**src/rtl/pc_fetch_if.sv**
```systemverilog
// Instruction-memory request handshake between the fetch unit and imem.
interface pc_fetch_if;
  logic        req;
  logic [31:0] addr;
  logic        ready;

  modport master (output req, output addr, input ready);
  modport slave  (input req, input addr, output ready);
endinterface

```
**src/rtl/pc_fetch_unit.sv**
```systemverilog
// Fetch-stage PC generator: sequential fetch, branch/jump redirect with
// pipeline squash, misaligned-target trap and a redirect perf counter.
module pc_fetch_unit #(
  parameter logic [31:0] RESET_PC = 32'h0000_0000,
  parameter int          CNT_W    = 32
) (
  input  logic             clk,
  input  logic             rst,
  input  logic             stall,
  input  logic             branch_taken,
  input  logic [31:0]      branch_target,
  input  logic             jump_en,
  input  logic [31:0]      jump_target,
  pc_fetch_if.master       imem,
  output logic [31:0]      pc_out,
  output logic [31:0]      pc_plus4,
  output logic             if_valid,
  output logic             flush_if_id,
  output logic             flush_id_ex,
  output logic             misalign_exc,
  output logic [31:0]      exc_pc,
  output logic [CNT_W-1:0] redirect_count
);

  typedef enum logic [1:0] {RUN = 2'd0, WAIT = 2'd1, TRAP = 2'd2} state_t;

  state_t      state, state_nxt;
  logic [31:0] pc;
  logic        redir;
  logic [31:0] tgt;
  logic        tgt_misal;
  logic        trapped;
  logic        req;

  // EX-stage branch is older than the ID-stage jump, so it wins.
  assign redir     = branch_taken | jump_en;
  assign tgt       = branch_taken ? branch_target : jump_target;
  assign tgt_misal = tgt[1:0] != 2'b00;
  assign trapped   = state == TRAP;

  // State register
  always_ff @(posedge clk) begin
    if (rst) state <= RUN;
    else     state <= state_nxt;
  end

  // Next-state logic
  always_comb begin
    state_nxt = state;
    case (state)
      RUN: begin
        if (redir && tgt_misal)       state_nxt = TRAP;
        else if (req && !imem.ready)  state_nxt = WAIT;
      end
      WAIT: begin
        if (redir && tgt_misal)       state_nxt = TRAP;
        else if (imem.ready || redir) state_nxt = RUN;
      end
      TRAP:    state_nxt = TRAP;
      default: state_nxt = RUN;
    endcase
  end

  // Output logic
  always_comb begin
    req         = !trapped && !stall && !redir && !rst;
    if_valid    = req && imem.ready;
    flush_if_id = redir && !trapped && !rst;
    flush_id_ex = branch_taken && !trapped && !rst;
  end

  assign imem.req  = req;
  assign imem.addr = pc;
  assign pc_out    = pc;
  assign pc_plus4  = pc + 32'd4;

  // A redirect overrides stall and abandons any in-flight fetch, since
  // req is already low whenever redir is high.
  always_ff @(posedge clk) begin
    if (rst) begin
      pc             <= RESET_PC;
      redirect_count <= '0;
      exc_pc         <= 32'd0;
      misalign_exc   <= 1'b0;
    end else begin
      misalign_exc <= 1'b0;
      if (trapped) begin
        pc <= pc;
      end else if (redir && !tgt_misal) begin
        pc             <= tgt;
        redirect_count <= redirect_count + {{(CNT_W-1){1'b0}}, 1'b1};
      end else if (redir) begin
        misalign_exc <= 1'b1;
        exc_pc       <= tgt;
      end else if (!stall && if_valid) begin
        pc <= pc_plus4;
      end
    end
  end

endmodule

```
**src/flat_wrapper.sv**
```systemverilog
// flat-port wrapper written by rule: the top's interface ports become plain ports
module pc_fetch_unit_flat 
#(
  parameter logic [31:0] RESET_PC = 32'h0000_0000,
  parameter int          CNT_W    = 32
)
  (clk, rst, stall, branch_taken, branch_target, jump_en, jump_target, pc_out, pc_plus4, if_valid, flush_if_id, flush_id_ex, misalign_exc, exc_pc, redirect_count, imem_req, imem_addr, imem_ready);
  pc_fetch_if imem_i ();
  input  logic clk;
  input  logic rst;
  input  logic stall;
  input  logic branch_taken;
  input  logic [31:0] branch_target;
  input  logic jump_en;
  input  logic [31:0] jump_target;
  output logic [31:0] pc_out;
  output logic [31:0] pc_plus4;
  output logic if_valid;
  output logic flush_if_id;
  output logic flush_id_ex;
  output logic misalign_exc;
  output logic [31:0] exc_pc;
  output logic [CNT_W-1:0] redirect_count;
  output wire logic [$bits(imem_i.req)-1:0] imem_req;
  output wire logic [$bits(imem_i.addr)-1:0] imem_addr;
  input wire logic [$bits(imem_i.ready)-1:0] imem_ready;
  assign imem_req = imem_i.req;
  assign imem_addr = imem_i.addr;
  assign imem_i.ready = imem_ready;
  pc_fetch_unit #(.RESET_PC(RESET_PC), .CNT_W(CNT_W)) u_core (.clk(clk), .rst(rst), .stall(stall), .branch_taken(branch_taken), .branch_target(branch_target), .jump_en(jump_en), .jump_target(jump_target), .imem(imem_i), .pc_out(pc_out), .pc_plus4(pc_plus4), .if_valid(if_valid), .flush_if_id(flush_if_id), .flush_id_ex(flush_id_ex), .misalign_exc(misalign_exc), .exc_pc(exc_pc), .redirect_count(redirect_count));
endmodule
```
**config.mk**
```make
export PLATFORM = sky130hd
export DESIGN_NAME = pc_fetch_unit_flat
export DESIGN_NICKNAME = d
export VERILOG_FILES = /design/src/rtl/pc_fetch_if.sv /design/src/rtl/pc_fetch_unit.sv /design/src/flat_wrapper.sv
export SDC_FILE = /design/constraint.sdc
export NUM_CORES = 1
export LEC_CHECK = 0
export ABC_AREA = 0
export BUFFER_PORTS_ARGS = -buffer_cell sky130_fd_sc_hd__buf_2
export CELL_PAD_IN_SITES_DETAIL_PLACEMENT = 0
export CELL_PAD_IN_SITES_GLOBAL_PLACEMENT = 1
export CORE_MARGIN = 2
export CORE_UTILIZATION = 37
export CTS_BUF_LIST = sky130_fd_sc_hd__clkbuf_4 sky130_fd_sc_hd__clkbuf_8 sky130_fd_sc_hd__clkbuf_16
export DETAILED_ROUTE_END_ITERATION = 6
export HOLD_SLACK_MARGIN = 0.03
export PLACE_DENSITY_LB_ADDON = 0.05
export REMOVE_ABC_BUFFERS = 1
export SYNTH_ARGS = -nofsm -noshare
export SYNTH_HDL_FRONTEND = slang
export SYNTH_SLANG_ARGS = --single-unit
export TNS_END_PERCENT = 5
```
**constraint.sdc**
```tcl
create_clock -name clk -period 4.7 [get_ports clk]
set_input_delay 0.235 -clock clk [delete_from_list [all_inputs] [get_ports clk]]
set_output_delay 0.235 -clock clk [all_outputs]
set_load 0.01 [all_outputs]
```
# --- Word level (Yosys, flattened, before mapping) ---
# Index checks and enable logic that the tools add are counted.
totals:
  in_bits: 70
  out_inout_bits: 165
  reg_bits: 99
op_classes:
  addsub: 2
  bitwise_logic: 3
  reduce_logical: 27
  mux: 10
  n_eq_ne: 5
op_table:
  columns: ["operator", "n"]
  rows:
  - ["32-bit 2-to-1 mux", 4]
  - ["32-bit by 1-bit adder with 32-bit output, second input constant", 1]
  - ["32-bit by 3-bit adder with 32-bit output, second input constant", 1]
  - ["1-bit logical AND", 12]
  - ["2-bit 2-to-1 mux", 4]
  - ["1-bit zero test", 6]
  - ["3-bit by 1-bit inequality test with 1-bit output, second input constant", 2]
  - ["2-bit one-hot mux with 3 select lines", 1]
  - ["3-bit AND reduction", 2]
  - ["2-bit AND reduction", 2]
  - ["2-bit nonzero test", 2]
  - ["3-bit OR reduction", 1]
  - ["2-bit by 1-bit equality test with 1-bit output, second input constant", 1]
  - ["2-bit equality test, second input constant", 1]
  - ["2-bit zero test", 1]
  - ["2-bit inequality test, second input constant", 1]
  - ["1-bit inverter", 2]
  - ["1-bit logical OR", 1]
  - ["1-bit 2-to-1 mux", 1]
  - ["1-bit bitwise OR", 1]

# --- Longest topological paths before layout ---
logic_depth:
  word_depth: 10
  ltp_mapped: 8

# --- Least setup slack after synthesis ---
# OpenSTA, ideal clock, no wires.
synth_path:
  kind: "register to output"
  from: "reg u_core.pc[12], in the netlist u_core.imem.addr[12]"
  to: "out pc_plus4[31]"
  path_slack_ns: 2.420
  arrival_ns: 2.045
  stages_incl_launch_ff: 6
  path_cell_list: "dfxtp_1 > clkbuf_1 > nand4_1 > or4_1 > nor4_2 > xor2_1"
synth_via:
  elab_chain_cells: 1
synth_rtl:
  columns: ["item", "line_no", "source"]
  rows:
  - ["start, declared", "pc_fetch_unit.sv:28", "logic [31:0] pc;"]
  - ["start signal, assigned", "pc_fetch_unit.sv:88", "pc <= pc;"]
  - ["start signal, assigned", "pc_fetch_unit.sv:90", "pc <= tgt;"]
  - ["start signal, assigned", "pc_fetch_unit.sv:96", "pc <= pc_plus4;"]
  - ["32-bit by 3-bit adder with 32-bit output", "pc_fetch_unit.sv:75", "assign pc_plus4 = pc + 32'd4;"]
  - ["end, declared", "flat_wrapper.sv:17", "output logic [31:0] pc_plus4;"]
# No other way between the ends.

# --- Worst setup path in the final report ---
layout_path:
  from: "reg u_core.pc[6], in the netlist u_core.imem.addr[6]"
  to: "out pc_plus4[31]"
# The elaborated chain is that of the path after synthesis.

==> metrics.md <==
| Metric | Value |
|---|---|
| Dpl ws | 1.74 ns |
| Final Util | 0.475 |
| Mapped cell area | 5540 sq um |
| Total number of yosys warnings | 0 |
| Final std cells w/o fill | 1032 |
| I/O pins | between 200 and 250 |
| CP max stage delay | approximately 0.71 ns |
| Power density cells | 306 nW/um^2 |
| CTS sink count | between 90 and 100 |
| Number of gates resized after cts | 0 |
| Placed Cells | around 1000 |
| # hold bufs at CTS | 0 |
| Count of final hold-check violations | 0 |
| Register area share after synthesis | 0.357 |
| Status | finished clean |
| Max-cap violation count | 0 |
| Vias in the first global route | around 5300 |
| Max FO, Critical Path | 11 |
| DR vias | around 5600 |
| Die Area | approximately 16000 sq um |
| Synth cell types | 57 |
| H-tree depth | 3 |
| DRT Wirelength | between 15 and 20 mm |
| Worst setup margin | roughly 1.6 ns |
| RSZ-0062 raised after global routing | no |
| Top cell type's share of synthesized area | 0.357 |
| Clock-pin slew on the worst setup and hold paths | around 0.070 ns |
| Arrival @ worst endpoint | between 2 and 3 ns |
| Num rows | 44 |
| Total Neg Setup Slack | 0 ns |
| Tcrit/Tclk final | 0.652 |
| Max-slew violation count | 0 |
| Clock root buffer master | clkbuf_16 |
| Die H | around 130 um |
| Maximum root-to-sink buffer count | 2 |
| Leak Pwr | about 3.2 nW |
| DPL Wire Length | 12.5 mm |
| Hold_ws | between 0.1 and 0.15 ns |
| Later-pin clock latency in the skew report | 0.35 ns |
| WS Path Type | reg -> out |
| DRC Markers | 0 |
| Final Setup Violations | 0 |
| 1st-iter DRT viols | between 300 and 400 |
| Antenna Cells | 0 |
| Top cells by count, synth | dfxtp_1, nor2_1, a21oi_1 |
| ANT nets after route | 0 |
| EDFF count, synth | 0 |
| Ys async rst share | 0 |
| Max Freq | roughly 330 MHz |
| First-pass GRT wire length | around 28 mm |
| Initial Util | 0.380 |
| Total power | 2.12 mW |
| CP cell instances | nand3_1, or4_1, nor4_2, xor2_1, buf_2 |
| Post-synthesis cell count | around 670 |
| Gpl congestion | roughly 0.82 |
| Total GRT Usage | 0.213 |
| Synth Register Bits | 99 |
| WL/cell | 17.0 um |
| Port Buf Inserts | between 200 and 250 |
| Initial antenna violation count | 0 |
| DR pass1 iterations | 4 |
| Count leader, synth | dfxtp_1 |
| Critical path's slowest cell | or4_1 |
| Placed Instance Area | around 6600 sq um |
| Gr ovfl total | 0 |
| CTS tree | built |
| Die width | between 100 and 150 um |
| Number of setup buffers added after CTS | 0 |
| Worst VDD drop | 197 uV |
| Final Critical Period | around 3 ns |
| Largest net degree at the start of global routing | between 50 and 60 |
| Worst Setup End Kind | output port |
| Final net count | 916 |
| Core area | approximately 15000 sq um |
| P&R area growth vs syn | 24.9% |
| Top cells by area, synth | dfxtp_1, xnor2_1, mux2i_1, buf_4, nor2_1 |
| CP required | 4.47 ns |
| Worst Tran Pin Value | about 0.90 ns |
| Post-DR vias/cell | between 5 and 6 |
| Syn avg cell area | 8.29 sq um |
| CTS buffer count | 9 |
| Ratio of cells with drive above 1 in the final layout | 0.325 |
| Primary FF master, synth | dfxtp_1 |
| Worst min-delay path class | in -> reg |
| Relative slew margins | 0.397 |
| Critical Path Source Type | register |
| Area leader, netlist | dfxtp_1 |
| Max Clock Skew | approximately 0.0075 ns |
| Fin area | 6920 sq um |
==> final timing paths <==
check	from	endpoint	slack, ns	depth (start not counted)
setup / recovery	u_core.imem.addr[6]	pc_plus4[31]	1.63	5
hold reg to reg	u_core.state[1]	u_core.state[0]	0.47	1
setup reg to reg	u_core.state[0]	u_core.imem.addr[17]	1.83	8
hold / removal	imem_ready	u_core.state[0]	0.11	2
==> cell families (layout without fill, tap and decap cells) <==
group / count (synthesis) / count (layout) / synth area share
muxes: 32 / 32 / 0.0591
buffers and inverters: 96 / 275 / 0.0889
DFF: 99 / 99 / 0.357
AOI/OAI and AO/OA: 149 / 149 / 0.175
xor gates and xnor gates: 48 / 48 / 0.0758
and+or+nand+nor: 243 / 243 / 0.239
adders and majority gates: 2 / 2 / 0.00451
==> flip-flops by register name, summed over array words and instances (netlist names) <==
register / cells
u_core.imem.addr: 32
u_core.misalign_exc: 1
u_core.redirect_count: 32
u_core.state: 2
u_core.exc_pc: 32
==> worst max-delay path, delay by kind of cell, from the launching register on <==
kind,cells,cell delay (ns)
simple gates,3,1.68
flops,1,0.48
xor+xnor,1,0.17
buf+inv,1,0.14
==> routing by layer <==
| layer | routed length [um] | GRT usage |
|---|---|---|
| met1 | 7820 | 0.275 |
| met2 | 8530 | 0.361 |
| met3 | 938 | 0.0388 |
| met4 | 230 | 0.0685 |
| met5 | 0 | 0 |
==> cells in the final DEF, fill, tap and decap left out, types with 11 or more instances in the layout <==
| master | Yosys | routed |
|---|---|---|
| buf_2 | 3 | 233 |
| nor2_1 | 57 | 56 |
| nand2_1 | 33 | 33 |
| dfxtp_1 | 99 | 99 |
| inv_1 | 15 | 15 |
| nand3_1 | 23 | 23 |
| xnor2_1 | 35 | 35 |
| a21oi_1 | 42 | 42 |
| a31oi_1 | 15 | 15 |
| nor4_1 | 15 | 14 |
| mux2i_1 | 26 | 26 |
| nand4_1 | 15 | 15 |
| o21ai_0 | 29 | 29 |
| xor2_1 | 13 | 13 |
| a22oi_1 | 24 | 24 |
| nand2b_1 | 34 | 34 |
| nor3_1 | 20 | 20 |
| buf_4 | 34 | 11 |
| or3_1 | 11 | 11 |
==> area by class of cell <==
class	instances	area, sq um
Clock buffer	13	262
Sequential cell	99	1980
Clock inverter	2	60.1
Fill cell	1495	7660
Inverter	16	60.1
Tap cell	184	230
Multi-Input combinational cell	474	3080
Timing Repair Buffer	244	1250
==> power by group <==
part           internal (mW)  switching, mW  leakage, nW
logic                  0.151          0.200         2.18
clock network          0.497          0.325        0.160
registers              0.895         0.0523        0.810
total                   1.54          0.577         3.15
Note: power is estimated with default switching activity, not from simulation.
